===== src/rtl/sseg_pkg.sv =====
// Shared constants and types for the seven-segment scan controller.
package sseg_pkg;

  localparam logic [6:0] SEG_0   = 7'b1000000;
  localparam logic [6:0] SEG_1   = 7'b1111001;
  localparam logic [6:0] SEG_2   = 7'b0100100;
  localparam logic [6:0] SEG_3   = 7'b0110000;
  localparam logic [6:0] SEG_4   = 7'b0011001;
  localparam logic [6:0] SEG_5   = 7'b0010010;
  localparam logic [6:0] SEG_6   = 7'b0000010;
  localparam logic [6:0] SEG_7   = 7'b1111000;
  localparam logic [6:0] SEG_8   = 7'b0000000;
  localparam logic [6:0] SEG_9   = 7'b0010000;
  localparam logic [6:0] SEG_OFF = 7'b1111111;

  localparam logic [3:0] AN_OFF  = 4'b1111;

  typedef logic [1:0] dig_idx_t;

endpackage


===== src/rtl/bcd11.sv =====
// Combinational 11-bit binary to 4-digit BCD converter (shift-and-add-3).
module bcd11 (
  input  logic [10:0] bin,
  output logic [3:0]  ones,
  output logic [3:0]  tens,
  output logic [3:0]  hundreds,
  output logic [3:0]  thousands
);

  logic [26:0] sh;

  always_comb begin
    sh = {16'd0, bin};
    for (int i = 0; i < 11; i++) begin
      if (sh[14:11] >= 4'd5) sh[14:11] = sh[14:11] + 4'd3;
      if (sh[18:15] >= 4'd5) sh[18:15] = sh[18:15] + 4'd3;
      if (sh[22:19] >= 4'd5) sh[22:19] = sh[22:19] + 4'd3;
      if (sh[26:23] >= 4'd5) sh[26:23] = sh[26:23] + 4'd3;
      sh = sh << 1;
    end
  end

  assign ones      = sh[14:11];
  assign tens      = sh[18:15];
  assign hundreds  = sh[22:19];
  assign thousands = sh[26:23];

endmodule


===== src/rtl/sseg_decoder.sv =====
// BCD digit to active-low gfedcba segment pattern; non-decimal codes go dark.
module sseg_decoder
  import sseg_pkg::*;
(
  input  logic [3:0] bcd,
  output logic [6:0] seg
);

  always_comb begin
    unique case (bcd)
      4'd0:    seg = SEG_0;
      4'd1:    seg = SEG_1;
      4'd2:    seg = SEG_2;
      4'd3:    seg = SEG_3;
      4'd4:    seg = SEG_4;
      4'd5:    seg = SEG_5;
      4'd6:    seg = SEG_6;
      4'd7:    seg = SEG_7;
      4'd8:    seg = SEG_8;
      4'd9:    seg = SEG_9;
      default: seg = SEG_OFF;
    endcase
  end

endmodule


===== src/rtl/sseg_scan_ctrl.sv =====
// 4-digit multiplexed seven-segment controller; new values are committed
// only at frame boundaries so a frame never mixes old and new digits.
module sseg_scan_ctrl
  import sseg_pkg::*;
#(
  parameter int REFRESH_DIV = 100000,
  parameter bit BLANK_LZ    = 1'b1
) (
  input  logic        clk,
  input  logic        rst,
  input  logic [10:0] in_val,
  input  logic        load,
  output logic        load_ack,
  output logic        frame_done,
  output logic [3:0]  an,
  output logic [6:0]  seg,
  output logic        dp
);

  localparam int CNT_W = (REFRESH_DIV > 2) ? $clog2(REFRESH_DIV) : 1;
  localparam logic [CNT_W-1:0] CNT_LAST = CNT_W'(REFRESH_DIV - 1);

  logic [CNT_W-1:0] cnt;
  dig_idx_t         dig;
  logic [10:0]      pend_val;
  logic             pend;
  logic [10:0]      shown;
  logic             boundary;

  assign boundary = (dig == 2'd3) && (cnt == CNT_LAST);

  always_ff @(posedge clk) begin
    if (rst) begin
      cnt <= '0;
      dig <= '0;
    end else if (cnt == CNT_LAST) begin
      cnt <= '0;
      dig <= dig + 2'd1;
    end else begin
      cnt <= cnt + 1'b1;
    end
  end

  // A load on the boundary cycle re-arms pend after the old value commits.
  always_ff @(posedge clk) begin
    if (rst) begin
      pend_val <= '0;
      pend     <= 1'b0;
      shown    <= '0;
    end else begin
      if (boundary && pend) shown <= pend_val;
      if (load) begin
        pend_val <= in_val;
        pend     <= 1'b1;
      end else if (boundary) begin
        pend <= 1'b0;
      end
    end
  end

  logic [3:0] d_ones, d_tens, d_hund, d_thou;

  bcd11 u_bcd (
    .bin       (shown),
    .ones      (d_ones),
    .tens      (d_tens),
    .hundreds  (d_hund),
    .thousands (d_thou)
  );

  dig_idx_t   dig_eff;
  logic [3:0] bcd_sel;
  logic       blank;

  // While rst is held the display shows a lit zero on the ones digit.
  always_comb begin
    dig_eff = rst ? 2'd0 : dig;
    bcd_sel = 4'd0;
    blank   = 1'b0;
    if (!rst) begin
      unique case (dig)
        2'd0: bcd_sel = d_ones;
        2'd1: bcd_sel = d_tens;
        2'd2: bcd_sel = d_hund;
        2'd3: bcd_sel = d_thou;
        default: bcd_sel = 4'd0;
      endcase
      if (BLANK_LZ) begin
        unique case (dig)
          2'd1: blank = (d_thou == 4'd0) && (d_hund == 4'd0) && (d_tens == 4'd0);
          2'd2: blank = (d_thou == 4'd0) && (d_hund == 4'd0);
          2'd3: blank = (d_thou == 4'd0);
          default: blank = 1'b0;
        endcase
      end
    end
  end

  sseg_decoder u_dec (
    .bcd (bcd_sel),
    .seg (seg)
  );

  assign an         = blank ? AN_OFF : ~(4'b0001 << dig_eff);
  assign dp         = 1'b1;
  assign frame_done = boundary && !rst;
  assign load_ack   = boundary && pend && !rst;

endmodule


===== config.mk =====
export PLATFORM = sky130hd
export DESIGN_NAME = sseg_scan_ctrl
export DESIGN_NICKNAME = d
export VERILOG_FILES = /design/src/rtl/sseg_pkg.sv /design/src/rtl/bcd11.sv /design/src/rtl/sseg_decoder.sv /design/src/rtl/sseg_scan_ctrl.sv
export SDC_FILE = /design/constraint.sdc
export NUM_CORES = 1
export LEC_CHECK = 0
export CAP_MARGIN = 20
export CORE_MARGIN = 8
export CORE_UTILIZATION = 35
export CTS_CLUSTER_SIZE = 28
export DETAILED_ROUTE_END_ITERATION = 16
export GPL_TIMING_DRIVEN = 0
export MAX_ROUTING_LAYER = met4
export PLACE_DENSITY_LB_ADDON = 0.12
export SYNTH_ARGS = -nofsm -noshare
export SYNTH_HDL_FRONTEND = slang
export SYNTH_SLANG_ARGS = --single-unit

===== constraint.sdc =====
create_clock -name clk -period 13.1 [get_ports clk]
set_input_delay 1.965 -clock clk [delete_from_list [all_inputs] [get_ports clk]]
set_output_delay 1.965 -clock clk [all_outputs]
set_load 0.005 [all_outputs]

==> results.tsv <==
stage	metric	value	unit
place	Cells after DPL	863	
cts	Clock transition at path regs	0.06	ns
critical_path	CP endpoint kind	output port	
sta	Setup TNS	0	ns
power_and_ir_drop	switch share	20.2	%
finish	final cell count without fillers	872	
place	DP Area	5350	sq um
cts	clk_lat worst skew	0.28	ns
yosys	Post-synth EDFFs	0	
global_route	initial antenna violation count	0	
cts	Sink Count	42	
yosys	Synth Register Bits	42	
finish	# diodes	0	
finish	FILL cells	1434	
global_route	overall routing resource usage	16.5	%
sta	count of pins over their slew limit	0	
die	Core ar.	13700	sq um
critical_path	CP max stage cell	clkdlybuf4s50_1	
yosys	Top FF cell, synth	dfxtp_1	
critical_path	arrival time worst endpoint	10.35	ns
route	via count	5190	
critical_path	Req. time, crit path	11.14	ns
cts	TritonCTS clock tree	built	
yosys	Syn Nets	698	
global_route	wire length of the first global-routing pass	24600	um
die	I/O pins	28	
sta	final hold vios	0	
outcome	status	finished, final reports clean	
sta	worst clock skew	0.00281	ns
finish	Area growth syn-to-layout	14.1	%
power_and_ir_drop	internal power	213	uW
sta	Period minus WS final	12.32	ns
route	vias per cell	5.95	
finish	commonest non-fill, non-tap cell in the layout	nor2_1	
yosys	synth top area cells	dfxtp_1 17%, mux2i_1 8.0%, ha_1 6.7%	
yosys	Syn Area/Cell	7.40	sq um
yosys	post-synth cell types	91	
cts	CTS Buffer Depth	2	
hold_path	Hold Crit Class	register to register	
route	Detailed Routing Iterations Pass 1	5	
die	FP Rows	43	
power_and_ir_drop	leakage	0.00205	uW
critical_path	CP dominant cell by count	ha_1	
power_and_ir_drop	worst vdd ir	67.1	uV
route	Starting DRT DRC Count	550	
route	DRC Markers	0	
finish	share of layout cells above drive strength 1	9.68	%
critical_path	Crit path largest cell delay	0.53	ns
cts	H-tree Lvls	2	
die	Die W	134	um
finish	final net count	731	
place	DPL Wire Length	11200	um
sta	Fmax achieved	0.0812	GHz
power_and_ir_drop	logic gate share of total power	4.9	%
job	Max Cap Viol	0	
die	area of the die	17900	sq um
yosys	Synth Instances	658	
cts	CTS Buf Count	5	
die	Die Ht	134	um
critical_path	CP Class	register to output port	
power_and_ir_drop	pwr/cell area	48.0	nW/um^2
global_route	largest net degree at the start of global routing	13	
place	port buffer count	25	
yosys	Async SR Flop Fraction	0	%
route	post-route ant nets	0	
cts	CTS root buf	clkbuf_16	
yosys	area leader, netlist	dfxtp_1	
yosys	mapped cell area	4870	sq um
yosys	sequential share of the synthesized area	17.3	%
power_and_ir_drop	clock share of power	45.4	%
finish	most frequent cells in the layout	81 x nor2_1, 47 x a21oi_1, 43 x nand2_1, 42 x dfxtp_1, 39 x mux2i_1	
die	Initial Util	35.5	%
sta	Worst-Margin Slew	1.00	ns
place	RePlAce Congestion	0.912	
finish	final instance area	5560	sq um
sta	period utilization	94.0	%
route	Post-Route WL	14900	um
route	WL per Instance	17.1	um
critical_path	crit-path max FO	6	
sta	Setup-failing EPs final	0	
critical_path	CP startpoint kind	register	
yosys	Synth Warn #	0	
global_route	Congestion Overflow GR	0	
sta	hold slack	0.482	ns
yosys	Synth top area share	17.3	%
global_route	vias in the first global route	4970	
power_and_ir_drop	sequential power share	49.7	%
finish	final design utilization	40.5	%
sta	worst rel slew slack	32.7	%
power_and_ir_drop	sw power	53.8	uW
==> stage by stage <==
step,setup WS [ns],total power [uW]
floorplan,2.62,142
global placement,0.862,149
detailed placement,0.688,149
CTS,0.338,270
global route,-0.000545,277
finish,0.783,267
==> cell usage after synthesis (4+ instances only) <==
cell type and n:
mux2i_1 39, nor3_1 25, o21ai_1 8, buf_2 6
nand3b_1 4, o21a_1 5, a211oi_1 11, nor2_1 81
clkbuf_1 21, buf_1 4, a22oi_1 5, a21oi_2 6
inv_1 27, o2111ai_1 4, xor2_1 10, xnor2_1 12
a221oi_1 4, a31oi_1 12, ha_1 26, nand4_1 12
or3_1 8, or2_2 4, and2_1 10, nand3_1 31
dfxtp_1 42, o22ai_1 4, nor4_1 6, o211ai_1 6
nand2b_1 9, o21ai_0 28, nand2_1 43, a21oi_1 48
==> layout make-up <==
class	count	area [sq um]	area share (%)
sequential	42	841	15.1
buffer	32	145	2.61
clock inverter	1	5.00	0.0901
tap	180	225	4.05
clock buffer	7	143	2.57
inverter	29	109	1.96
multi-input combinational	553	3820	68.7
timing repair buffer	28	273	4.91
==> worst max-delay path: cells and delay by family, from the launching register on <==
kind | cells | cell delay (ns)
DFF | 1 | 0.47
buffers and inverters | 6 | 1.02
and+or+nand+nor | 14 | 2.48
adders and majority gates | 9 | 2.24
muxes | 1 | 0.30
xor gates and xnor gates | 3 | 0.80
AOI/OAI and AO/OA | 13 | 2.78
==> metal layers <==
metal / global-route usage, % / wire [um] / vias to the layer above
li1: - / - / 2539
met3: 1.98 / 748 / 16
met5: - / 0 / -
met4: 3.68 / 136 / 0
met1: 21.4 / 7140 / 2415
met2: 27.1 / 6870 / 220
==> sequential cells by signal (all words and copies together) (netlist names) <==
name and count:
dig 2, pend_val 11, cnt 17, pend 1, shown 11
==> power by group through the flow <==
stage | Sequential (uW) | Clock [uW] | Combinational [uW]
4_1_cts | 133 | 124 | 13.3
5_1_grt | 133 | 130 | 14.6
3_3_place_gp | 135 | 0 | 13.2
3_5_place_dp | 135 | 0 | 13.2
2_1_floorplan | 135 | 0 | 7.54
6_report | 133 | 121 | 13.0
==> cell families after synthesis <==
kind of cell | share of synthesized area (%)
AO/OA/AOI/OAI | 31.4
buffers and inverters | 5.32
adder cells (fa/ha/maj) | 6.68
multiplexers | 10.1
flip-flops | 17.3
AND/OR/NAND/NOR | 25.1
other | 0.0770
XOR/XNOR | 3.96
==> worst paths after layout <==
path                                            start                 to  slack, ns  cells after the start
worst max-delay path            shown[8]$_SDFFE_PP0P_             seg[4]       0.78                     46
worst min register to register      cnt[0]$_SDFF_PP0_  cnt[0]$_SDFF_PP0_       0.48                      1
worst min-delay path                cnt[0]$_SDFF_PP0_  cnt[0]$_SDFF_PP0_       0.48                      1
worst max register to register      cnt[0]$_SDFF_PP0_  cnt[4]$_SDFF_PP0_      10.47                      7
==> timing repair <==
action | CTS | global route
setup buffers | 0 | 3
resized for setup | 0 | 9
endpoints found under the setup margin | 0 | 11
hold buffers | 0 | 0
endpoints found under the hold margin | 0 | 0
Power figures use the tool's default switching activity.
